==> config.mk <==
export PLATFORM = sky130hd
export DESIGN_NAME = fsm_mode_sched
export DESIGN_NICKNAME = d
export VERILOG_FILES = /design/src/rtl/fsm_mode_pkg.sv /design/src/rtl/fsm_mode_sched_rr_pick.sv /design/src/rtl/fsm_mode_sched.sv
export SDC_FILE = /design/constraint.sdc
export NUM_CORES = 1
export LEC_CHECK = 0
export CORE_AREA = 5 5 61 63
export CTS_CLUSTER_DIAMETER = 80
export DETAILED_ROUTE_END_ITERATION = 8
export DIE_AREA = 0 0 66 68
export PLACE_DENSITY = 0.72
export SETUP_SLACK_MARGIN = 0.4
export SYNTH_ARGS = -nofsm -noshare
export SYNTH_HDL_FRONTEND = slang
export SYNTH_HIERARCHICAL = 1
export SYNTH_SLANG_ARGS = --single-unit
==> constraint.sdc <==
create_clock -name clk -period 2.7 [get_ports clk]
set_clock_uncertainty 0.2 [all_clocks]
set_input_delay 0.54 -clock clk [delete_from_list [all_inputs] [get_ports clk]]
set_output_delay 0.54 -clock clk [all_outputs]
set_load 0.005 [all_outputs]
==> src/rtl/fsm_mode_pkg.sv <==
// -----------------------------------------------------------------------------
// fsm_mode_pkg
// Shared definitions for the mode scheduler:
//   - state_t   : controller state encoding (3 bits; values 5..7 are illegal)
//   - DEF_*     : default parameter values used by fsm_mode_sched
//   - onehot()  : index to one-hot vector, sized for the largest legal N_REQ
// -----------------------------------------------------------------------------
package fsm_mode_pkg;

    localparam int MAX_REQ      = 8;
    localparam int DEF_N_REQ    = 3;
    localparam int DEF_MODE_W   = 3;
    localparam int DEF_MODE_MAX = 3;
    localparam int DEF_MAX_OWN  = 16;
    localparam int DEF_COOL_CYC = 2;

    typedef enum logic [2:0] {
        IDLE     = 3'd0,
        ARB      = 3'd1,
        OWNED    = 3'd2,
        COOLDOWN = 3'd3,
        LOCKED   = 3'd4
    } state_t;

    // Callers truncate the result to their own requester count.
    function automatic logic [MAX_REQ-1:0] onehot(input int unsigned idx);
        logic [MAX_REQ-1:0] v;
        v = {{(MAX_REQ-1){1'b0}}, 1'b1} << idx;
        return v;
    endfunction

endpackage

==> src/rtl/fsm_mode_sched_rr_pick.sv <==
// -----------------------------------------------------------------------------
// rr_pick
// Combinational round-robin picker. Scans req starting at rr_ptr and wrapping
// around; the first set bit found wins.
// Ports:
//   req    in  N_REQ  request vector
//   rr_ptr in  IDX_W  index with highest priority this cycle
//   valid  out 1      at least one request set
//   idx    out IDX_W  winning requester index (0 when valid=0)
// -----------------------------------------------------------------------------
module rr_pick #(
    parameter int N_REQ = 3,
    parameter int IDX_W = 2
) (
    input  logic [N_REQ-1:0] req,
    input  logic [IDX_W-1:0] rr_ptr,
    output logic             valid,
    output logic [IDX_W-1:0] idx
);

    int               sum;
    logic [IDX_W-1:0] cand;

    // Walk offsets from farthest to nearest so the nearest hit to rr_ptr is
    // the last write and therefore the winner.
    always_comb begin
        valid = 1'b0;
        idx   = '0;
        sum   = 0;
        cand  = '0;
        for (int k = N_REQ - 1; k >= 0; k--) begin
            sum  = int'(rr_ptr) + k;
            cand = IDX_W'((sum >= N_REQ) ? (sum - N_REQ) : sum);
            if (req[cand]) begin
                valid = 1'b1;
                idx   = cand;
            end
        end
    end

endmodule

==> src/rtl/fsm_mode_sched.sv <==
// -----------------------------------------------------------------------------
// fsm_mode_sched
// Arbitrates N_REQ requesters for ownership of a shared mode register. The
// winning requester's mode is applied and held while it owns the resource, a
// cooldown separates consecutive owners, and a latched lock freezes everything
// until reset.
// Ports:
//   clk       in  1             rising-edge clock
//   rst       in  1             asynchronous active-high reset
//   req       in  N_REQ         level-held ownership requests
//   req_mode  in  N_REQ*MODE_W  requested modes, slice i for requester i
//   rel       in  N_REQ         one-cycle release strobe from the owner
//                               (the name "release" is a reserved word)
//   lock      in  1             security lock request (latched)
//   gnt       out N_REQ         registered one-hot grant
//   mode_out  out MODE_W        registered applied mode
//   busy      out 1             high in ARB, OWNED, COOLDOWN, LOCKED
//   err       out 1             registered one-cycle error pulse
// -----------------------------------------------------------------------------
module fsm_mode_sched
    import fsm_mode_pkg::*;
#(
    parameter int N_REQ    = DEF_N_REQ,
    parameter int MODE_W   = DEF_MODE_W,
    parameter int MODE_MAX = DEF_MODE_MAX,
    parameter int MAX_OWN  = DEF_MAX_OWN,
    parameter int COOL_CYC = DEF_COOL_CYC
) (
    input  logic                      clk,
    input  logic                      rst,
    input  logic [N_REQ-1:0]          req,
    input  logic [N_REQ*MODE_W-1:0]   req_mode,
    input  logic [N_REQ-1:0]          rel,
    input  logic                      lock,
    output logic [N_REQ-1:0]          gnt,
    output logic [MODE_W-1:0]         mode_out,
    output logic                      busy,
    output logic                      err
);

    localparam int IDX_W  = (N_REQ > 1) ? $clog2(N_REQ) : 1;
    localparam int OWN_W  = $clog2(MAX_OWN + 1);
    localparam int COOL_W = $clog2(COOL_CYC + 1);

    state_t              state_q, state_d;
    logic [IDX_W-1:0]    owner_q, owner_d;
    logic [IDX_W-1:0]    rr_ptr_q, rr_ptr_d;
    logic [OWN_W-1:0]    own_cnt_q, own_cnt_d;
    logic [COOL_W-1:0]   cool_cnt_q, cool_cnt_d;
    logic [N_REQ-1:0]    gnt_q, gnt_d;
    logic [MODE_W-1:0]   mode_q, mode_d;
    logic                err_q, err_d;

    logic                pick_valid;
    logic [IDX_W-1:0]    pick_idx;
    logic [MODE_W-1:0]   mode_arr [N_REQ];
    logic                owner_rel;
    logic                owner_drop;
    logic                timeout;

    for (genvar gi = 0; gi < N_REQ; gi++) begin : g_mode_slice
        assign mode_arr[gi] = req_mode[gi*MODE_W +: MODE_W];
    end

    rr_pick #(
        .N_REQ (N_REQ),
        .IDX_W (IDX_W)
    ) u_pick (
        .req    (req),
        .rr_ptr (rr_ptr_q),
        .valid  (pick_valid),
        .idx    (pick_idx)
    );

    function automatic logic [IDX_W-1:0] wrap_inc(input logic [IDX_W-1:0] i);
        return (i == IDX_W'(N_REQ - 1)) ? '0 : i + IDX_W'(1);
    endfunction

    always_comb begin
        state_d    = state_q;
        owner_d    = owner_q;
        rr_ptr_d   = rr_ptr_q;
        own_cnt_d  = own_cnt_q;
        cool_cnt_d = cool_cnt_q;
        gnt_d      = gnt_q;
        mode_d     = mode_q;
        err_d      = 1'b0;
        owner_rel  = rel[owner_q];
        owner_drop = ~req[owner_q];
        timeout    = (own_cnt_q == OWN_W'(MAX_OWN - 1));

        case (state_q)
            IDLE: begin
                gnt_d = '0;
                if (lock)
                    state_d = LOCKED;
                else if (|req)
                    state_d = ARB;
            end

            ARB: begin
                gnt_d = '0;
                if (lock) begin
                    state_d = LOCKED;
                end else if (!pick_valid) begin
                    state_d = IDLE;
                end else if (int'(mode_arr[pick_idx]) > MODE_MAX) begin
                    // Reject the winner but advance past it so a stuck bad
                    // requester cannot starve the others.
                    err_d    = 1'b1;
                    rr_ptr_d = wrap_inc(pick_idx);
                    state_d  = IDLE;
                end else begin
                    owner_d   = pick_idx;
                    mode_d    = mode_arr[pick_idx];
                    gnt_d     = N_REQ'(onehot(32'(pick_idx)));
                    own_cnt_d = '0;
                    state_d   = OWNED;
                end
            end

            OWNED: begin
                own_cnt_d = own_cnt_q + OWN_W'(1);
                if (lock || owner_rel || owner_drop || timeout) begin
                    gnt_d      = '0;
                    cool_cnt_d = '0;
                    rr_ptr_d   = wrap_inc(owner_q);
                    state_d    = lock ? LOCKED : COOLDOWN;
                    // A voluntary exit in the same cycle as the timeout is
                    // not a watchdog event.
                    err_d      = timeout & ~owner_rel & ~owner_drop & ~lock;
                end
            end

            COOLDOWN: begin
                gnt_d      = '0;
                cool_cnt_d = cool_cnt_q + COOL_W'(1);
                if (lock)
                    state_d = LOCKED;
                else if (cool_cnt_q == COOL_W'(COOL_CYC - 1))
                    state_d = IDLE;
            end

            LOCKED: begin
                gnt_d = '0;
            end

            default: begin
                // Unreachable encodings recover to IDLE and flag it; the
                // applied mode is deliberately left untouched.
                state_d = IDLE;
                gnt_d   = '0;
                err_d   = 1'b1;
            end
        endcase
    end

    always_ff @(posedge clk or posedge rst) begin
        if (rst) begin
            state_q    <= IDLE;
            owner_q    <= '0;
            rr_ptr_q   <= '0;
            own_cnt_q  <= '0;
            cool_cnt_q <= '0;
            gnt_q      <= '0;
            mode_q     <= '0;
            err_q      <= 1'b0;
        end else begin
            state_q    <= state_d;
            owner_q    <= owner_d;
            rr_ptr_q   <= rr_ptr_d;
            own_cnt_q  <= own_cnt_d;
            cool_cnt_q <= cool_cnt_d;
            gnt_q      <= gnt_d;
            mode_q     <= mode_d;
            err_q      <= err_d;
        end
    end

    assign gnt      = gnt_q;
    assign mode_out = mode_q;
    assign err      = err_q;
    assign busy     = (state_q == ARB) || (state_q == OWNED) ||
                      (state_q == COOLDOWN) || (state_q == LOCKED);

endmodule

# ---- After elaboration in Yosys (flattened, before gate mapping)
# Cells that the tools add are included.
dict set report word_totals {
  register_bits 21
  output_inout_bits 8
  elab_cells 122
  input_bits 18
}
dict set report classes {
  n_shift 1
  mux 55
  n_addsub 9
  n_lt_le_gt_ge 9
  n_reduce_logical 16
  bitwise 9
  eq_ne 15
}
# cell n
set op_table {}
lappend op_table {{$mux 3} 13}
lappend op_table {{$mux 2} 15}
lappend op_table {{$mux 5} 3}
lappend op_table {{$pmux 3 s5} 1}
lappend op_table {{$lt 2x3->1 const B} 4}
lappend op_table {{$mux 1} 12}
lappend op_table {{$reduce_and 4->1} 3}
lappend op_table {{$bmux 1 s2} 5}
lappend op_table {{$ne 2x2->1 const B} 5}
lappend op_table {{$pmux 5 s2} 1}
lappend op_table {{$pmux 2 s2} 2}
lappend op_table {{$add 2x1->2 const B} 3}
lappend op_table {{$bmux 3 s2} 1}
lappend op_table {{$eq 3x2->1 const B} 2}
lappend op_table {{$ge 3x2->1 const B} 2}
lappend op_table {{$logic_or 1x1->1} 6}
lappend op_table {{$ne 3x3->1 const B} 2}
lappend op_table {{$pmux 3 s2} 1}
lappend op_table {{$reduce_or 3->1} 2}
lappend op_table {{$add 5x1->5 const B} 1}
lappend op_table {{$eq 5x4->1 const B} 1}
lappend op_table {{$not 1->1} 5}
lappend op_table {{$reduce_and 5->1} 1}
lappend op_table {{$eq 2x2->1 const B} 2}
lappend op_table {{17 further kinds} 21}

# ---- Longest topological paths before layout
dict set report logic_depth {
  depth_word 17
  mapped_depth 12
  ltp_nobuf 10
}

# ---- By module
# Netlist, hierarchy kept.
# module instances cells_per_inst seq_area_each_um2 area_each_um2
set by_module_without_submodules {}
lappend by_module_without_submodules {fsm_mode_sched 1 114 525.5 1172.4}
lappend by_module_without_submodules {rr_pick 1 26 0.0 176.4}

# ---- Least setup slack after synthesis
# OpenSTA, ideal clock, no wires.
dict set report synth_path {
  path_kind {reg2reg}
  from {register rr_ptr_q[0]}
  to {register rr_ptr_q[0]}
  arrival_ns 2.404
  required_time_ns 2.371
  setup_slack_ns -0.033
  path_buffers 1
  stages_incl_launch_ff 12
  period_less_slack_ns 2.733
  setup_time_ns 0.129
  cell_sequence {dfrtp_1 > inv_1 > ha_1 > maj3_2 > o221ai_2 > o21ai_1 > buf_4 > mux2i_1 > o2bb2ai_1 > or3b_1 > a21oi_1 > a21oi_1}
}
dict set report synth_via {
  elab_chain_cells 15
  word_cells_on_any_way 38
  cone_classes {6 x add/sub; 4 x order compare; 3 x eq/ne; 23 x mux; 1 x bitwise; 1 x reduce/logical}
}
# item line_no
set synth_lines {}
lappend synth_lines {{start, declared} fsm_mode_sched.sv:47} ;# logic [IDX_W-1:0] rr_ptr_q, rr_ptr_d;
lappend synth_lines {{start signal, assigned} fsm_mode_sched.sv:171} ;# rr_ptr_q <= rr_ptr_d;
lappend synth_lines {{$add 2x2->3} fsm_mode_sched_rr_pick.sv:32} ;# sum = int'(rr_ptr) + k;
lappend synth_lines {{$ge 3x2->1 or $sub 2x1->2 (tied branches)} fsm_mode_sched_rr_pick.sv:33} ;# cand = IDX_W'((sum >= N_REQ) ? (sum - N_REQ) : sum);
lappend synth_lines {{$mux 2} fsm_mode_sched_rr_pick.sv:33}
lappend synth_lines {{$bmux 1 s2} fsm_mode_sched_rr_pick.sv:34} ;# if (req[cand]) begin
lappend synth_lines {{$mux 1 (not written as such)} fsm_mode_sched_rr_pick.sv:34}
lappend synth_lines {{$mux 2 (2 in a row)} fsm_mode_sched_rr_pick.sv:34}
lappend synth_lines {{$mux 2 *} fsm_mode_sched_rr_pick.sv:34}
lappend synth_lines {{via pick_idx[0]} fsm_mode_sched.sv:55} ;# logic [IDX_W-1:0] pick_idx;
lappend synth_lines {{$not 2->3 (not written as such)} fsm_mode_sched.sv:107} ;# end else if (int'(mode_arr[pick_idx]) > MODE_MAX) begin
lappend synth_lines {{$bmux 3 s2} fsm_mode_sched.sv:107}
lappend synth_lines {{$mux 3 (not written as such) (2 in a row)} fsm_mode_sched.sv:107}
lappend synth_lines {{$gt 3x2->1} fsm_mode_sched.sv:107}
lappend synth_lines {{$ne 2x2->1 (no line)} --}
lappend synth_lines {{$reduce_and 5->1 (no line)} --}
# Mark *: on every way through the listed nets, which the timed path passes. The rest lies on a longest branch. The select of a mux whose other input is x is not followed.
# A chain may end at the register's enable or synchronous reset.

# ---- Final worst setup path
dict set report layout_path {
  from {register rr_ptr_q[0]}
  to {register owner_q[1]}
}
dict set report layout_via {
  elab_chain_cells 15
  word_cells_on_any_way 30
  cone_classes {5 x add/sub; 4 x order compare; 18 x mux; 2 x bitwise; 1 x reduce/logical}
}
# item line_no
set layout_lines {}
lappend layout_lines {{$add 2x2->3} fsm_mode_sched_rr_pick.sv:32}
lappend layout_lines {{$ge 3x2->1 or $sub 2x1->2 (tied branches)} fsm_mode_sched_rr_pick.sv:33}
lappend layout_lines {{$mux 2} fsm_mode_sched_rr_pick.sv:33}
lappend layout_lines {{$bmux 1 s2} fsm_mode_sched_rr_pick.sv:34}
lappend layout_lines {{$mux 1 (not written as such)} fsm_mode_sched_rr_pick.sv:34}
lappend layout_lines {{$mux 2 (2 in a row)} fsm_mode_sched_rr_pick.sv:34}
lappend layout_lines {{$mux 2 *} fsm_mode_sched_rr_pick.sv:34}
lappend layout_lines {{via pick_idx[0]} fsm_mode_sched.sv:55}
lappend layout_lines {{$not 2->3 (not written as such) *} fsm_mode_sched.sv:107}
lappend layout_lines {{$bmux 3 s2 *} fsm_mode_sched.sv:107}
lappend layout_lines {{$mux 3 (not written as such) * (2 in a row)} fsm_mode_sched.sv:107}
lappend layout_lines {{$gt 3x2->1 *} fsm_mode_sched.sv:107}
lappend layout_lines {{$not 1->1 (no line) *} --}
lappend layout_lines {{$reduce_and 4->1 (no line) *} --}
lappend layout_lines {{end signal, assigned} fsm_mode_sched.sv:170} ;# owner_q <= owner_d;
lappend layout_lines {{end, declared} fsm_mode_sched.sv:46} ;# logic [IDX_W-1:0] owner_q, owner_d;
# Marks and branches as above.

==> run metrics <==
Final nets 217; gr usage total 15.9%; data arrival at the endpoint of the critical path 2510 ps; Yosys warning total 6; dominant cells by area after synthesis sky130_fd_sc_hd__dfrtp_1, sky130_fd_sc_hd__ha_1, sky130_fd_sc_hd__a21oi_1; critical path's slowest cell sky130_fd_sc_hd__dfrtp_1; Synthesized Nets 164; distinct cell type count after synthesis 50; initial antenna violation count 0; number of clock sinks 21; type of element capturing the critical path flip-flop; Placer Congestion 0.794; vias in the first global route 1,337; area of all placed cells without fillers 0.00200 mm²; number of buffers inserted for hold repair after clock tree synthesis 0; area leader, netlist sky130_fd_sc_hd__dfrtp_1; cell breakdown of the critical path inv_2, ha_4, maj3_2, o221ai_2, o21ai_2, mux2i_1, o2bb2ai_2, buf_6, nor2_4, mux2_4; sequential fraction of the synthesis area 39.0%; count of buffering cells on the critical path with inverters included 2; Post-DP HPWL 2360 µm; count of flip-flops with a built-in enable after synthesis 0; clock buffer depth 2; count of buffers inserted at the top-level ports 25; async set or reset register ratio after synthesis 100%; biggest fanout along the worst timing path 6; maximum clock rate 400 MHz; Hold Worst Slack 300 ps; clock latency on the worst-skew pair 310 ps; class of the most critical setup path reg -> reg; max-capacitance violation count 0; number of I/O pins 26; Peak supply drop 0.352 mV; number of DRC violations after detailed routing 0; H-tree depth reported by CTS 1; type of the most critical hold path reg -> reg; maximum cell stage delay along the critical path 410 ps; fraction of post-synthesis cell area in the top cell type by area 39.0%; CTS buffer count 3; final max-slew violation count 0; area added between synthesis and finish 48.4%; count of cells along the worst register-to-register path 10; worst rel slew slack 67.5%; Pwr Density 639 mW/mm²; CTS tree done; worst-case register-to-register setup slack 200 ps; Tcrit/Tclk final 92.7%; core box area 0.00318 mm²; clock root cell sky130_fd_sc_hd__clkbuf_4; Total Routed Length 3390 µm; cell count after synthesis 140; most used flip-flop cell after synthesis sky130_fd_sc_hd__dfrtp_1; router iterations before antenna repair 4; post-detailed-route wirelength per cell 14.2 µm; DR vias/cell 5.22; dpl cell area 0.00178 mm²; register bit count reported by yosys 21; number of placement rows 21; Chip Width 66 µm; Fin. Hold Viols 0; cell depth of the worst min-delay path 1; ratio of cells with drive above 1 in the final layout 38.0%; category of the worst setup path launch point flip-flop; static power due to leakage 0.851 nW; starting density of the core 42.4%; DRC marker count from the first detailed-route iteration 35; Die Height 68 µm; total grt overflow 0; remaining number of nets flagged by the antenna check after routing 0; first-pass GRT wire length 5560 µm; actual slew at the worst max-slew pin 482 ps; Cell Area, Synth 0.00135 mm²; Die ar. 0.00449 mm²; final critical-path required period 2500 ps; depth of the critical timing path with buffers and inverters included 10; clock-pin transition on the worst setup and hold timing paths 120 ps; status completed; via count 1,243; largest net degree at the start of global routing 22; Antenna diodes 0; Req. time, crit path 2710 ps; post-synthesis area per instance 9.63 µm²; number of endpoints failing setup at the final stage 0; unrepaired setup endpoints after global routing yes; Top Family by Delay on Critical Path adder cells
[flip-flops by register name, summed over array words and instances (netlist names)]
name / cells
state_q: 3
cool_cnt_q: 2
gnt: 3
mode_out: 3
own_cnt_q: 5
owner_q: 2
err: 1
rr_ptr_q: 2
[cell usage in the layout (no fill, tap or decap), types with 5 or more instances in the layout]
master / Yosys / final
sky130_fd_sc_hd__clkdlybuf4s50_1: 0 / 24
sky130_fd_sc_hd__dfrtp_1: 21 / 19
sky130_fd_sc_hd__nor2_1: 11 / 7
sky130_fd_sc_hd__buf_6: 1 / 5
sky130_fd_sc_hd__inv_1: 7 / 5
sky130_fd_sc_hd__buf_4: 1 / 22
sky130_fd_sc_hd__nand2_1: 9 / 9
sky130_fd_sc_hd__a21oi_1: 11 / 7
sky130_fd_sc_hd__o21ai_1: 3 / 6
[kinds of logic (layout without fill, tap and decap cells)]
group	Yosys count	in the layout	share of synthesized area, %
xor gates and xnor gates	3	3	1.95
AOI/OAI and AO/OA	45	45	24.4
DFF	21	21	39.0
adders and majority gates	7	7	6.40
muxes	6	6	4.73
buffers and inverters	12	64	4.36
and+or+nand+nor	46	46	19.2
[cell type report]
cell class              instances  area [µm²]
inverters                       8        30.0
well taps                      46        57.6
fillers                       258        1180
clock inverters                 1        5.00
repair buffers                 52         470
clock buffers                   3        22.5
multi-input cells             107         888
flip-flops and latches         21         528
[timing repair]
item                                    CTS  global route
pin swaps                                 9             5
buffers inserted                          9             0
gates cloned                              0             1
resized for setup                        16            20
endpoints found under the setup margin   18            20
[worst paths after layout]
check	from	to
worst max-delay path	rr_ptr_q[0]	owner_q[1]
worst min-delay path	cool_cnt_q[1]	cool_cnt_q[1]
worst max register to register	rr_ptr_q[0]	owner_q[1]
worst min register to register	cool_cnt_q[1]	cool_cnt_q[1]
max in group asynchronous	rst	rr_ptr_q[1]
min in group asynchronous	rst	mode_out[0]
[synth_stat cells, drive strengths merged (2+ instances only)]
library cell	number
nand2	9
nor2	13
nor3b	2
a21boi	2
o21ai	9
nor3	2
o221ai	3
o22a	2
nand3	2
a211oi	4
mux2i	3
o21a	2
dfrtp	21
o22ai	2
buf	4
nor2b	2
a22o	2
o2bb2ai	2
and2b	2
mux2	3
nand4	2
xor2	2
inv	8
and3	2
a21o	2
nand2b	5
a21oi	11
ha	6
[layer usage]
layer / track usage (%) / part of all wire, % / routed length, µm
met2: 29.9 / 51 / 1710
met4: 6.60 / 1.4 / 48
met1: 17.7 / 45 / 1520
met5: 0 / 0 / 0
met3: 2.63 / 3.2 / 110
[worst register-to-register path: cells and delay by family (launching register included)]
kind | cells | cell delay, ps
and+or+nand+nor | 1 | 190
AOI/OAI and AO/OA | 3 | 360
buffers and inverters | 2 | 210
DFF | 1 | 410
muxes | 2 | 500
adders and majority gates | 2 | 530
[metrics by stage]
step	TNS (ps)	worst slack (ps)	util, %	power, W	cells
global placement	-1660	-224	55.9	0.000949	224
finish	0	198	63.0	0.00128	238
CTS	0	228	60.2	0.00122	237
global route	0	94.7	63.0	0.00136	238
detailed placement	-2220	-281	55.9	0.000980	224
floorplan	0	174	-	0.000780	140
[report_power, final]
part	switching (W)	internal, W	total, W
Combinational	0.000308	0.000371	0.000679
Sequential	0.0000640	0.000380	0.000444
Clock	0.000101	0.0000555	0.000157
Power figures use the tool's default switching activity.
